### src/rtl/ps2_pkg.sv
// rtl/ps2_pkg.sv - shared types, constants and ASCII lookup for the PS/2 scan-code framer
package ps2_pkg;

    typedef enum logic [1:0] {
        ST_IDLE    = 2'd0,
        ST_EXT     = 2'd1,
        ST_BRK     = 2'd2,
        ST_EXT_BRK = 2'd3
    } ps2_state_e;

    localparam logic [7:0] PS2_E0      = 8'hE0;
    localparam logic [7:0] PS2_F0      = 8'hF0;
    localparam logic [7:0] PS2_LSHIFT  = 8'h12;
    localparam logic [7:0] PS2_RSHIFT  = 8'h59;
    localparam logic [7:0] PS2_CTRL    = 8'h14;

    typedef struct packed {
        logic [7:0] code;
        logic       ext;
        logic       brk;
        logic       rep;
        logic [7:0] ascii;
    } ps2_evt_t;

    localparam int PS2_EVT_W = $bits(ps2_evt_t);

    // Keyboard status/ack bytes that carry no key information outside a prefix
    function automatic logic is_status_byte(input logic [7:0] code);
        return (code == 8'h00) || (code == 8'hAA) || (code == 8'hE1) || (code == 8'hEE) ||
               (code == 8'hFA) || (code == 8'hFE) || (code == 8'hFF);
    endfunction

    function automatic logic [7:0] scan_to_ascii(input logic [7:0] code, input logic shift);
        logic [7:0] lower;
        logic       letter;
        lower  = 8'h00;
        letter = 1'b1;
        case (code)
            8'h1C: lower = 8'h61;  8'h32: lower = 8'h62;  8'h21: lower = 8'h63;
            8'h23: lower = 8'h64;  8'h24: lower = 8'h65;  8'h2B: lower = 8'h66;
            8'h34: lower = 8'h67;  8'h33: lower = 8'h68;  8'h43: lower = 8'h69;
            8'h3B: lower = 8'h6A;  8'h42: lower = 8'h6B;  8'h4B: lower = 8'h6C;
            8'h3A: lower = 8'h6D;  8'h31: lower = 8'h6E;  8'h44: lower = 8'h6F;
            8'h4D: lower = 8'h70;  8'h15: lower = 8'h71;  8'h2D: lower = 8'h72;
            8'h1B: lower = 8'h73;  8'h2C: lower = 8'h74;  8'h3C: lower = 8'h75;
            8'h2A: lower = 8'h76;  8'h1D: lower = 8'h77;  8'h22: lower = 8'h78;
            8'h35: lower = 8'h79;  8'h1A: lower = 8'h7A;
            default: letter = 1'b0;
        endcase
        if (letter) begin
            return shift ? (lower - 8'h20) : lower;
        end
        case (code)
            8'h45: return 8'h30;  8'h16: return 8'h31;  8'h1E: return 8'h32;
            8'h26: return 8'h33;  8'h25: return 8'h34;  8'h2E: return 8'h35;
            8'h36: return 8'h36;  8'h3D: return 8'h37;  8'h3E: return 8'h38;
            8'h46: return 8'h39;  8'h29: return 8'h20;  8'h5A: return 8'h0D;
            default: return 8'h00;
        endcase
    endfunction

endpackage

### src/rtl/ps2_evt_fifo.sv
// rtl/ps2_evt_fifo.sv - first-word fall-through event FIFO with full/empty flags
module ps2_evt_fifo #(
    parameter int DEPTH = 4,
    parameter int WIDTH = 8
) (
    input  logic             clk,
    input  logic             rst,
    input  logic             wr_valid_i,
    input  logic [WIDTH-1:0] wr_data_i,
    input  logic             rd_ready_i,
    output logic [WIDTH-1:0] rd_data_o,
    output logic             full_o,
    output logic             empty_o
);
    localparam int AW = $clog2(DEPTH);

    logic [WIDTH-1:0] mem_q [DEPTH];
    logic [AW-1:0]    wr_ptr_q;
    logic [AW-1:0]    rd_ptr_q;
    logic [AW:0]      cnt_q;
    logic             do_push;
    logic             do_pop;

    assign empty_o = (cnt_q == '0);
    assign full_o  = (cnt_q == (AW+1)'(DEPTH));
    assign do_pop  = rd_ready_i && !empty_o;
    // When full, a same-cycle pop frees the slot the push lands in
    assign do_push = wr_valid_i && (!full_o || do_pop);
    assign rd_data_o = mem_q[rd_ptr_q];

    always_ff @(posedge clk) begin
        if (do_push) begin
            mem_q[wr_ptr_q] <= wr_data_i;
        end
    end

    always_ff @(posedge clk or posedge rst) begin
        if (rst) begin
            wr_ptr_q <= '0;
            rd_ptr_q <= '0;
            cnt_q    <= '0;
        end else begin
            if (do_push) begin
                wr_ptr_q <= wr_ptr_q + AW'(1);
            end
            if (do_pop) begin
                rd_ptr_q <= rd_ptr_q + AW'(1);
            end
            if (do_push && !do_pop) begin
                cnt_q <= cnt_q + (AW+1)'(1);
            end else if (do_pop && !do_push) begin
                cnt_q <= cnt_q - (AW+1)'(1);
            end
        end
    end

endmodule

### src/rtl/ps2_scancode_framer.sv
// rtl/ps2_scancode_framer.sv - PS/2 prefix parser, modifier tracking and event queueing
module ps2_scancode_framer
    import ps2_pkg::*;
#(
    parameter int FIFO_DEPTH = 4
) (
    input  logic       clk,
    input  logic       rst,
    input  logic [7:0] code_data,
    input  logic       code_valid,
    output logic       evt_valid,
    input  logic       evt_ready,
    output logic [7:0] evt_code,
    output logic       evt_ext,
    output logic       evt_break,
    output logic       evt_repeat,
    output logic [7:0] evt_ascii,
    output logic       shift_state,
    output logic       ctrl_state,
    output logic [7:0] drop_cnt
);
    ps2_state_e state_q, state_d;
    logic       shift_q, ctrl_q;
    logic [8:0] held_q;
    logic [7:0] drop_q;

    logic       in_ext, in_brk;
    logic       form_evt;
    ps2_evt_t   evt_d;
    ps2_evt_t   head;
    logic [PS2_EVT_W-1:0] fifo_rd_data;
    logic       fifo_full, fifo_empty;

    assign in_ext = (state_q == ST_EXT) || (state_q == ST_EXT_BRK);
    assign in_brk = (state_q == ST_BRK) || (state_q == ST_EXT_BRK);

    always_comb begin
        state_d  = state_q;
        form_evt = 1'b0;
        evt_d    = '0;
        if (code_valid) begin
            if (code_data == PS2_E0 && !in_brk) begin
                state_d = ST_EXT;
            end else if (code_data == PS2_F0) begin
                state_d = in_ext ? ST_EXT_BRK : ST_BRK;
            end else if (state_q == ST_IDLE && is_status_byte(code_data)) begin
                state_d = ST_IDLE;
            end else begin
                form_evt    = 1'b1;
                state_d     = ST_IDLE;
                evt_d.code  = code_data;
                evt_d.ext   = in_ext;
                evt_d.brk   = in_brk;
                evt_d.rep   = !in_brk && ({in_ext, code_data} == held_q);
                // Shift as it stood before this byte; modifier update lands with the push
                evt_d.ascii = (in_ext || in_brk) ? 8'h00 : scan_to_ascii(code_data, shift_q);
            end
        end
    end

    always_ff @(posedge clk or posedge rst) begin
        if (rst) begin
            state_q <= ST_IDLE;
            shift_q <= 1'b0;
            ctrl_q  <= 1'b0;
            held_q  <= '0;
            drop_q  <= '0;
        end else begin
            state_q <= state_d;
            if (form_evt) begin
                if (!evt_d.brk) begin
                    held_q <= {evt_d.ext, evt_d.code};
                end else if ({evt_d.ext, evt_d.code} == held_q) begin
                    held_q <= '0;
                end
                if (evt_d.code == PS2_LSHIFT || evt_d.code == PS2_RSHIFT) begin
                    shift_q <= !evt_d.brk;
                end
                if (evt_d.code == PS2_CTRL) begin
                    ctrl_q <= !evt_d.brk;
                end
                if (fifo_full && !evt_ready && drop_q != 8'hFF) begin
                    drop_q <= drop_q + 8'd1;
                end
            end
        end
    end

    ps2_evt_fifo #(
        .DEPTH (FIFO_DEPTH),
        .WIDTH (PS2_EVT_W)
    ) u_fifo (
        .clk        (clk),
        .rst        (rst),
        .wr_valid_i (form_evt),
        .wr_data_i  (evt_d),
        .rd_ready_i (evt_ready),
        .rd_data_o  (fifo_rd_data),
        .full_o     (fifo_full),
        .empty_o    (fifo_empty)
    );

    // Head fields read as zero while empty so reset leaves every evt_* output at 0
    assign head        = fifo_empty ? '0 : ps2_evt_t'(fifo_rd_data);
    assign evt_valid   = !fifo_empty;
    assign evt_code    = head.code;
    assign evt_ext     = head.ext;
    assign evt_break   = head.brk;
    assign evt_repeat  = head.rep;
    assign evt_ascii   = head.ascii;
    assign shift_state = shift_q;
    assign ctrl_state  = ctrl_q;
    assign drop_cnt    = drop_q;

endmodule

### config.mk
export PLATFORM = sky130hd
export DESIGN_NAME = ps2_scancode_framer
export DESIGN_NICKNAME = d
export VERILOG_FILES = /design/src/rtl/ps2_pkg.sv /design/src/rtl/ps2_evt_fifo.sv /design/src/rtl/ps2_scancode_framer.sv
export SDC_FILE = /design/constraint.sdc
export NUM_CORES = 1
export LEC_CHECK = 0
export BUFFER_PORTS_ARGS = -buffer_cell sky130_fd_sc_hd__buf_2
export CAP_MARGIN = 20
export CORE_MARGIN = 2
export CORE_UTILIZATION = 60
export DETAILED_ROUTE_END_ITERATION = 16
export GPL_TIMING_DRIVEN = 1
export PLACE_DENSITY_LB_ADDON = 0.1
export SLEW_MARGIN = 5
export SYNTH_ARGS = -nofsm -noshare
export SYNTH_HDL_FRONTEND = slang
export SYNTH_SLANG_ARGS = --single-unit
### constraint.sdc
create_clock -name clk -period 3.5 [get_ports clk]
set_clock_uncertainty 0.1 [all_clocks]
set_input_delay 0.525 -clock clk [delete_from_list [all_inputs] [get_ports clk]]
set_output_delay 0.525 -clock clk [all_outputs]
set_load 0.05 [all_outputs]
After elaboration in Yosys (flattened, before gate mapping)
Memories as Yosys holds them, arrays and structs flattened.
Cells that the tools add are included.
{"block": "classes", "n_addsub": 6, "n_mux": 38, "eq_ne": 57, "n_reduce_logical": 36}
{"op": "$eq A8 B6 Y1 const B", "count": 23}
{"op": "$pmux W7 S26", "count": 1}
{"op": "$mux W19", "count": 5}
{"op": "$eq A8 B5 Y1 const B", "count": 9}
{"op": "$eq A8 B7 Y1 const B", "count": 9}
{"op": "$pmux W6 S12", "count": 1}
{"op": "$eq A8 B8 Y1 const B", "count": 8}
{"op": "$mux W8", "count": 8}
{"op": "$reduce_or A26 Y1", "count": 1}
{"op": "$eq A9 B9 Y1", "count": 2}
{"op": "$mux W9", "count": 2}
{"op": "$mux W1", "count": 17}
{"op": "$logic_or A1 B1 Y1", "count": 11}
{"op": "$logic_and A1 B1 Y1", "count": 9}
{"op": "$add A8 B1 Y8 const B", "count": 1}
{"op": "$logic_not A8 Y1", "count": 1}
{"op": "$ne A8 B8 Y1 const B", "count": 1}
{"op": "$reduce_and A2 Y1", "count": 4}
{"op": "$sub A8 B6 Y8 const B", "count": 1}
{"op": "$logic_not A1 Y1", "count": 7}
{"op": "$mux W3", "count": 2}
{"op": "$add A2 B1 Y2 const B", "count": 2}
{"op": "$eq A2 B2 Y1 const B", "count": 2}
{"op": "$mux W2", "count": 2}
{"op": "other kinds (8)", "count": 8}
{"block": "word_totals", "ram_bits": 76, "output_inout_bits": 30, "mem_count": 1, "elab_cells": 146, "reg_bits": 28}
{"name": "u_fifo.mem_q", "words": 4, "width": 19, "rd": 1, "rd_ports_with_merged_regs": 0, "write_ports": 1, "line": "ps2_evt_fifo.sv:17", "text": "logic [WIDTH-1:0] mem_q [DEPTH];"}

Depth between registers and ports, before layout
Gate-level depths: netlist of the first run.
{"block": "depth", "depth_word": 26, "ltp_mapped": 12}

Hierarchy
From an unflattened synthesis of the first run, not the netlist that was laid out.
{"block": "unflattened", "hier_cells": 432, "hier_area_um2": 5525.3}
{"module": "ps2_evt_fifo", "n_inst": 1, "seq_area_each_um2": 2457.4, "area_each_um2": 3239.4, "cells_each": 135}
{"module": "ps2_scancode_framer", "n_inst": 1, "seq_area_each_um2": 525.5, "area_each_um2": 2285.9, "cells_each": 297}

Least setup slack after synthesis of the first run
OpenSTA, ideal clock, no wires.
{"block": "synth_timing", "path_kind": "input to register", "startpoint": "input code_data[2]", "endpoint": "register u_fifo.cnt_q[1]", "setup_slack_ns": 0.487, "t_arrival_ns": 2.788, "path_stages": 9, "n_path_buf": 1, "cell_sequence": "buf_2 or4_4 o31a_1 and3_1 and2_1 ha_1 inv_1 fa_1 mux2_2"}
{"block": "synth_between", "elab_chain_cells": 16, "elab_cells_between_ends": 27, "cone_classes": "8 x eq/ne; 5 x mux; 14 x reduce/logical"}
{"element": "from (decl)", "line": "ps2_scancode_framer.sv:9", "text": "input logic [7:0] code_data,"}
{"element": "$eq A8 B8 Y1 / $logic_not A8 Y1 (equally long branches)", "line": "ps2_pkg.sv:29", "text": "return (code == 8'h00) || (code == 8'hAA) || (code == 8'hE1) || (code == 8'hEE) ||"}
{"element": "$logic_or A1 B1 Y1 (4 in a row)", "line": "ps2_pkg.sv:29"}
{"element": "$logic_or A1 B1 Y1 (2 in a row)", "line": "ps2_pkg.sv:30", "text": "(code == 8'hFA) || (code == 8'hFE) || (code == 8'hFF);"}
{"element": "$logic_and A1 B1 Y1", "line": "ps2_scancode_framer.sv:46", "text": "end else if (state_q == ST_IDLE && is_status_byte(code_data)) begin"}
{"element": "$mux W1", "line": "ps2_scancode_framer.sv:46"}
{"element": "$mux W1", "line": "ps2_scancode_framer.sv:44", "text": "end else if (code_data == PS2_F0) begin"}
{"element": "$mux W1 (*)", "line": "ps2_scancode_framer.sv:42", "text": "if (code_data == PS2_E0 && !in_brk) begin"}
{"element": "$mux W1 (*)", "line": "ps2_scancode_framer.sv:41", "text": "if (code_valid) begin"}
{"element": "$logic_and A1 B1 Y1 (*)", "line": "ps2_evt_fifo.sv:28", "text": "assign do_push = wr_valid_i && (!full_o || do_pop);"}
{"element": "net u_fifo.do_push", "line": "ps2_evt_fifo.sv:21", "text": "logic do_push;"}
{"element": "$logic_not A1 Y1", "line": "ps2_evt_fifo.sv:51", "text": "end else if (do_pop && !do_push) begin"}
{"element": "$logic_and A1 B1 Y1", "line": "ps2_evt_fifo.sv:51"}
{"element": "$reduce_bool A2 Y1 (no source line)"}
{"element": "to (signal assigned)", "line": "ps2_evt_fifo.sv:50", "text": "cnt_q <= cnt_q + (AW+1)'(1);"}
{"element": "to (signal assigned)", "line": "ps2_evt_fifo.sv:52", "text": "cnt_q <= cnt_q - (AW+1)'(1);"}
{"element": "to (decl)", "line": "ps2_evt_fifo.sv:20", "text": "logic [AW:0] cnt_q;"}
The timed path passes the listed nets; every way through them passes the cells marked *.
A chain may end at the register's enable or synchronous reset.

Worst setup path after layout of the first run
{"block": "layout_timing", "startpoint": "register state_q[1]", "endpoint": "register u_fifo.cnt_q[2]"}
{"block": "layout_between", "elab_chain_cells": 10, "elab_cells_between_ends": 17, "cone_classes": "2 x eq/ne; 5 x mux; 10 x reduce/logical"}
{"element": "from (decl)", "line": "ps2_scancode_framer.sv:22", "text": "ps2_state_e state_q, state_d;"}
{"element": "from (signal assigned)", "line": "ps2_scancode_framer.sv:69", "text": "state_q <= state_d;"}
{"element": "$logic_not A2 Y1 / $eq A2 B2 Y1 (equally long branches)", "line": "ps2_scancode_framer.sv:46, ps2_scancode_framer.sv:35"}
{"element": "$logic_and A1 B1 Y1 / $logic_or A1 B1 Y1 (equally long branches)", "line": "ps2_scancode_framer.sv:46, ps2_scancode_framer.sv:35"}
{"element": "$mux W1 / $logic_not A1 Y1 (equally long branches)", "line": "ps2_scancode_framer.sv:46, ps2_scancode_framer.sv:42"}
{"element": "$mux W1 / $logic_and A1 B1 Y1 (equally long branches)", "line": "ps2_scancode_framer.sv:44, ps2_scancode_framer.sv:42"}
{"element": "$mux W1 (*)", "line": "ps2_scancode_framer.sv:42"}
{"element": "$mux W1 (*)", "line": "ps2_scancode_framer.sv:41"}
{"element": "$logic_and A1 B1 Y1 (*)", "line": "ps2_evt_fifo.sv:28"}
{"element": "net u_fifo.do_push", "line": "ps2_evt_fifo.sv:21"}
{"element": "$logic_not A1 Y1", "line": "ps2_evt_fifo.sv:51"}
{"element": "$logic_and A1 B1 Y1", "line": "ps2_evt_fifo.sv:51"}
{"element": "$reduce_bool A2 Y1 (no source line)"}
Marks and branches as above.

==> flow_summary.toml, run 1 <==
[finish]
syn_to_final_growth_pct = 10.5
antenna_cells = 0
layout_common_cells = "edfxtp_1 (76), buf_2 (41), dfrtp_1 (28)"
fin_util_pct = 68.9
fin_cells = 600
layout_commonest_cell = "edfxtp_1"
num-nets-final = 506
drive_gt1_share_pct = 20.9
finalInstanceArea_mm2 = 0.00604

[timing]
finalHoldViolCount = 0
maxSlewViolCount = 0
fin_crit_ns = 2.94
finalSetupViolCount = 0
max_slew_margin_pct = 34.8
fin_crit_sh_pct = 84.0
worst_pin_slew_ns = 0.978
fmax_ghz = 0.340
finalSetupTns_ns = 0
rsz0062_at_grt = "no"

[setup_path]
worstPathCellList = "nor2_1 -> and4_1 -> a21oi_1 -> and3_1 -> and2_1 -> ha_1 -> inv_1 -> fa_1 -> xor2_1 -> nor2_1 -> xor2_1"
crit_fanout = 7
slowest_delay_ns = 0.51
setup.worst_path.class = "flip-flop to flip-flop"
critPathArrivalTime_ns = 3.15
slowest_stage = "dfrtp_1"
end_kind = "flip-flop"
start_kind = "flip-flop"
cp.required_ns = 3.71

[floorplan]
die_h_um = 99.4
initial_utilization_pct = 62.3
die_area_mm2 = 0.00988
ios = 42
die_w_um = 99.4
core_area_mm2 = 0.00876
num_rows = 34

[clocking]
clkTransAtPathRegs_ns = 0.11
insertion_delay_ns = 0.37
htree_num_levels = 3
postCtsSetupRepairBufs = 0
clock-sinks = 104
clockBufferDepth = 2
cts_resized = 0
cts_hold_buf = 0
cts_buffers = 9
clock-root-buffer = "clkbuf_8"
cts_tree = "yes"

[drt]
wire_per_inst_um = 19.8
ant_nets = 0
drc = 0
drt-pass1-iter-count = 7
viasPerCell = 6.39
route.met3.wl_um = 850
wl_met1_um = 5090
top_layer = "met4"
vias = 3836
routed_wl_um = 11900
wl_met2_um = 5810
drtIter0Drc = 252

[synthesis]
synth_xor_area_share_pct = 3.69
synth_compound_area_share_pct = 11.0
netlist_area_mm2 = 0.00546
yosys.area_share.adder_pct = 1.92
synth_ff_type = "edfxtp_1"
synth_top_family_by_area = "simple AND/OR/NAND/NOR gates"
synth_edf_count = 76
ys_warn_count = 0
ys_types = 62
synthMuxAreaShare_pct = 8.84
yosysSeqAreaShare_pct = 54.6
ys_ff_latch = 104
synth-simple-area-share_pct = 16.7
async_flop_share_pct = 26.9
synth.avg_cell_area_um2 = 12.1
synthCells = 450

[placement]
placedCellCount = 583
gp_congestion = 0.913
port_buffers = 41
hpwl_um = 8090
dpl_cell_area_mm2 = 0.00579

[pwr]
internal_power_uw = 2560
p_comb_share_pct = 42.6
p_switching_uw = 1820
peakVddDrop_v = 0.000453
power_frac_clock_pct = 18.3
swShare_pct = 41.5
pwr-share-seq_pct = 39.1
power.density_mw_per_mm2 = 725
p_leak_uw = 0.00224

[run]
cap_violations = 0

[grt]
grtUsageTotal_pct = 25.0
grt_max_degree = 29
grt_pass1_wl_um = 19000
first_global_vias = 3659
antenna_found_initial = 0
grt_overflow = 0

[worst_hold_path]
hold_class = "input pin to async pin"

[status]
status = "finished, final reports clean"
Yosys cell counts (10+ instances only):
cell      instances  area [um^2]
dfrtp_1          28          701
inv_1            10         37.5
mux4_2           19          428
edfxtp_1         76         2280
nand2b_1         12         75.1
xor2_1           14          123
o21ai_0          16         80.1
nand2_1          13         48.8
nor2_1           26         97.6
and2_1           26          163
nor3_1           13         65.1
nand3_1          19         95.1
a21oi_1          12         60.1
clkbuf_1         27          101
power by group through the flow:
stage / Combinational (uW) / Clock (uW) / Sequential [uW]
3_5_place_dp: 1880 / 0 / 1750
3_3_place_gp: 1860 / 0 / 1720
6_report: 1860 / 801 / 1710
4_1_cts: 1890 / 818 / 1720
5_1_grt: 2000 / 858 / 1740
2_1_floorplan: 1460 / 0 / 1750
kinds of logic (layout without fill, tap and decap cells):
group / Yosys count / in the layout
compound gates: 86 / 86
xor+xnor: 23 / 23
fa+ha+maj: 8 / 8
buf+inv: 44 / 83
flops: 104 / 104
mux: 24 / 24
other cells: 1 / 4
simple gates: 160 / 160
cell type report:
cell class | count | area (um^2)
Sequential cell | 104 | 2980
Fill cell | 650 | 2730
Multi-Input combinational cell | 305 | 2320
Timing Repair Buffer | 56 | 338
Tap cell | 108 | 135
Clock buffer | 9 | 124
Clock inverter | 7 | 100
Inverter | 11 | 41.3
path summary, 6_finish.rpt:
| check | cells past startpoint | start | slack [ns] | to |
|---|---|---|---|---|
| max | 11 | state_q[1] | 0.56 | u_fifo.cnt_q[2] |
| min | 2 | rst | 0.03 | drop_cnt[3] |
| max reg2reg | 11 | state_q[1] | 0.56 | u_fifo.cnt_q[2] |
| min reg2reg | 1 | u_fifo.cnt_q[2] | 0.39 | u_fifo.cnt_q[2] |
| max in group asynchronous | 3 | rst | 2.83 | u_fifo.cnt_q[0] |
| min in group clk | 3 | evt_ready | 0.34 | u_fifo.rd_ptr_q[1] |
through the flow:
stage               setup slack, ns  power (uW)  hold WS (ns)
global placement              0.332        3590         0.365
CTS                           0.640        4420         0.318
floorplan                     0.487        3210         0.348
detailed placement            0.239        3630         0.379
finish                        0.560        4380        0.0273
global route                  0.392        4600        0.0584
critical path, delay by kind of cell, from the launching register on:
kind	cells	cell delay, ns
buffers and inverters	1	0.06
AND/OR/NAND/NOR	5	1.05
adder cells (fa/ha/maj)	2	0.57
flip-flops	1	0.51
AO/OA/AOI/OAI	1	0.27
XOR/XNOR	2	0.31
sequential cells by signal, summed over array words and instances, names as in the netlist:
| signal | count |
|---|---|
| u_fifo.rd_ptr_q | 2 |
| ctrl_state | 1 |
| held_q | 9 |
| u_fifo.cnt_q | 3 |
| state_q | 2 |
| shift_state | 1 |
| u_fifo.mem_q | 76 |
| drop_cnt | 8 |
| u_fifo.wr_ptr_q | 2 |
per-layer routing:
metal | track usage [%] | up-vias
met5 | 0 | -
met4 | 6.11 | 0
met3 | 4.01 | 18
met2 | 40.4 | 177
met1 | 36.0 | 1854
li1 | - | 1787
(Power assumes the default switching activity.)
==> inputs of run 2 (changes only) <==
clock period = 2.8 ns   (was 3.5 ns; I/O delays follow)
==> flow_summary.toml, run 2 (synthesis gave the netlist of run 1 again) <==
[clocking]
clock-root-buffer = "clkbuf_8"
clock-sinks = 104
htree_num_levels = 3
cts_buffers = 9
clkTransAtPathRegs_ns = 0.11
clockBufferDepth = 2
cts_tree = "yes"
cts_resized = 0
insertion_delay_ns = 0.36
cts_hold_buf = 0
postCtsSetupRepairBufs = 0

[floorplan]
core_area_mm2 = 0.00876
die_h_um = 99.4
initial_utilization_pct = 62.3
num_rows = 34
die_w_um = 99.4
die_area_mm2 = 0.00988
ios = 42

[timing]
finalSetupTns_ns = 0
hold_slack_ns = -0.00358
finalSetupViolCount = 0
rsz0062_at_grt = "no"
max_slew_margin_pct = 58.2
worst_pin_slew_ns = 0.621
finalHoldViolCount = 4
fin_crit_ns = 2.57
fmax_ghz = 0.389
maxSlewViolCount = 0
fin_crit_sh_pct = 91.9

[grt]
antenna_found_initial = 0
grtUsageTotal_pct = 25.4
use_met1_pct = 37.0
grt_max_degree = 29
use_met3_pct = 4.64
met2_usage_pct = 41.4
grt_overflow = 0
grt_pass1_wl_um = 19600
first_global_vias = 3704
grt-busiest-layer = "met2"

[finish]
largest_reg_flops = 76
num-nets-final = 540
drive_gt1_share_pct = 26.8
layout_commonest_cell = "edfxtp_1"
syn_to_final_growth_pct = 15.5
antenna_cells = 0
finalInstanceArea_mm2 = 0.00631
top_register = "u_fifo.mem_q"
layout_common_cells = "edfxtp_1 (76), buf_4 (47), buf_2 (41)"

[pwr]
total_power_uw = 5540
peakVddDrop_v = 0.000524
p_leak_uw = 0.00240
power.density_mw_per_mm2 = 878

[status]
status = "finished with violations"
violations = "negative hold slack"

[setup_path]
slowest_stage = "dfrtp_1"
crit_family = "simple AND/OR/NAND/NOR gates"
path_buf_inv = 1
end_kind = "flip-flop"
crit_fanout = 5
critPathArrivalTime_ns = 2.77
start_kind = "flip-flop"
cp.required_ns = 2.99
slowest_delay_ns = 0.44
worstPathCellList = "nor2_1 -> and4_1 -> a21oi_1 -> and3_4 -> and2_4 -> ha_2 -> inv_1 -> fa_1 -> xor2_1 -> nor2_1 -> xor2_1"
setup.worst_path.class = "flip-flop to flip-flop"

[placement]
gp_congestion = 0.947
dpl_cell_area_mm2 = 0.00609
hpwl_um = 8620
port_buffers = 41

[drt]
ant_nets = 0
drc = 0
wire_per_inst_um = 18.9
drtIter0Drc = 389
viasPerCell = 6.19
vias = 3926
routed_wl_um = 12000
drt-pass1-iter-count = 6

[worst_hold_path]
hold_class = "input pin to async pin"

[run]
cap_violations = 0
[run 2: cell count changes in the layout (fill, tap and decap cells not counted), sizes merged]
cell | previous run | this run
buf | 56 | 90
clkinv | 4 | 2
clkinvlp | 0 | 1
inv | 13 | 14
[run 2: layout make-up]
| cell class | instances | area, um^2 |
|---|---|---|
| well taps | 108 | 135 |
| clock inverters | 7 | 96.3 |
| clock buffers | 9 | 124 |
| inverters | 11 | 41.3 |
| repair buffers | 90 | 598 |
| multi-input cells | 305 | 2330 |
| fillers | 629 | 2450 |
| flip-flops and latches | 104 | 2980 |
[run 2: tightest hold or removal path: cells and delay by family]
kind,cells,cell delay [ns]
buf+inv,3,0.46
[run 2: metal layers]
metal,share of wire (%),vias to the layer above
li1,-,1860
met3,6.0,18
met5,0,-
met4,1.1,0
met1,45,1906
met2,48,142
[run 2: worst paths after layout]
| check | start | endpoint | slack (ns) | cells after the start |
|---|---|---|---|---|
| worst min register to register | u_fifo.cnt_q[2] | u_fifo.cnt_q[2] | 0.38 | 1 |
| max in group asynchronous | rst | shift_state | 2.32 | 3 |
| min in group clk | evt_ready | u_fifo.rd_ptr_q[1] | 0.27 | 3 |
| worst max-delay path | state_q[0] | u_fifo.cnt_q[2] | 0.23 | 11 |
| worst max register to register | state_q[0] | u_fifo.cnt_q[2] | 0.23 | 11 |
| worst min-delay path | rst | drop_cnt[2] | -0.004 | 3 |
[run 2: report_power, final]
| group | leakage (uW) | total, uW | internal (uW) | switching, uW |
|---|---|---|---|---|
| Sequential | 0.00105 | 2120 | 1990 | 126 |
| Combinational | 0.00124 | 2430 | 824 | 1610 |
| Clock | 0.000108 | 993 | 441 | 552 |
| Total | 0.00240 | 5540 | 3260 | 2280 |
[run 2: stage by stage]
step           hold slack (ns)  util, %  setup WS (ns)  std cells
3_3_place_gp             0.364     69.5         0.0378        618
6_report              -0.00358     72.0          0.226        634
3_5_place_dp             0.371     69.5        -0.0438        618
2_1_floorplan            0.348        -        0.00631        453
5_1_grt                0.00860     72.0         0.0569        634
4_1_cts               0.000353     72.0          0.193        634
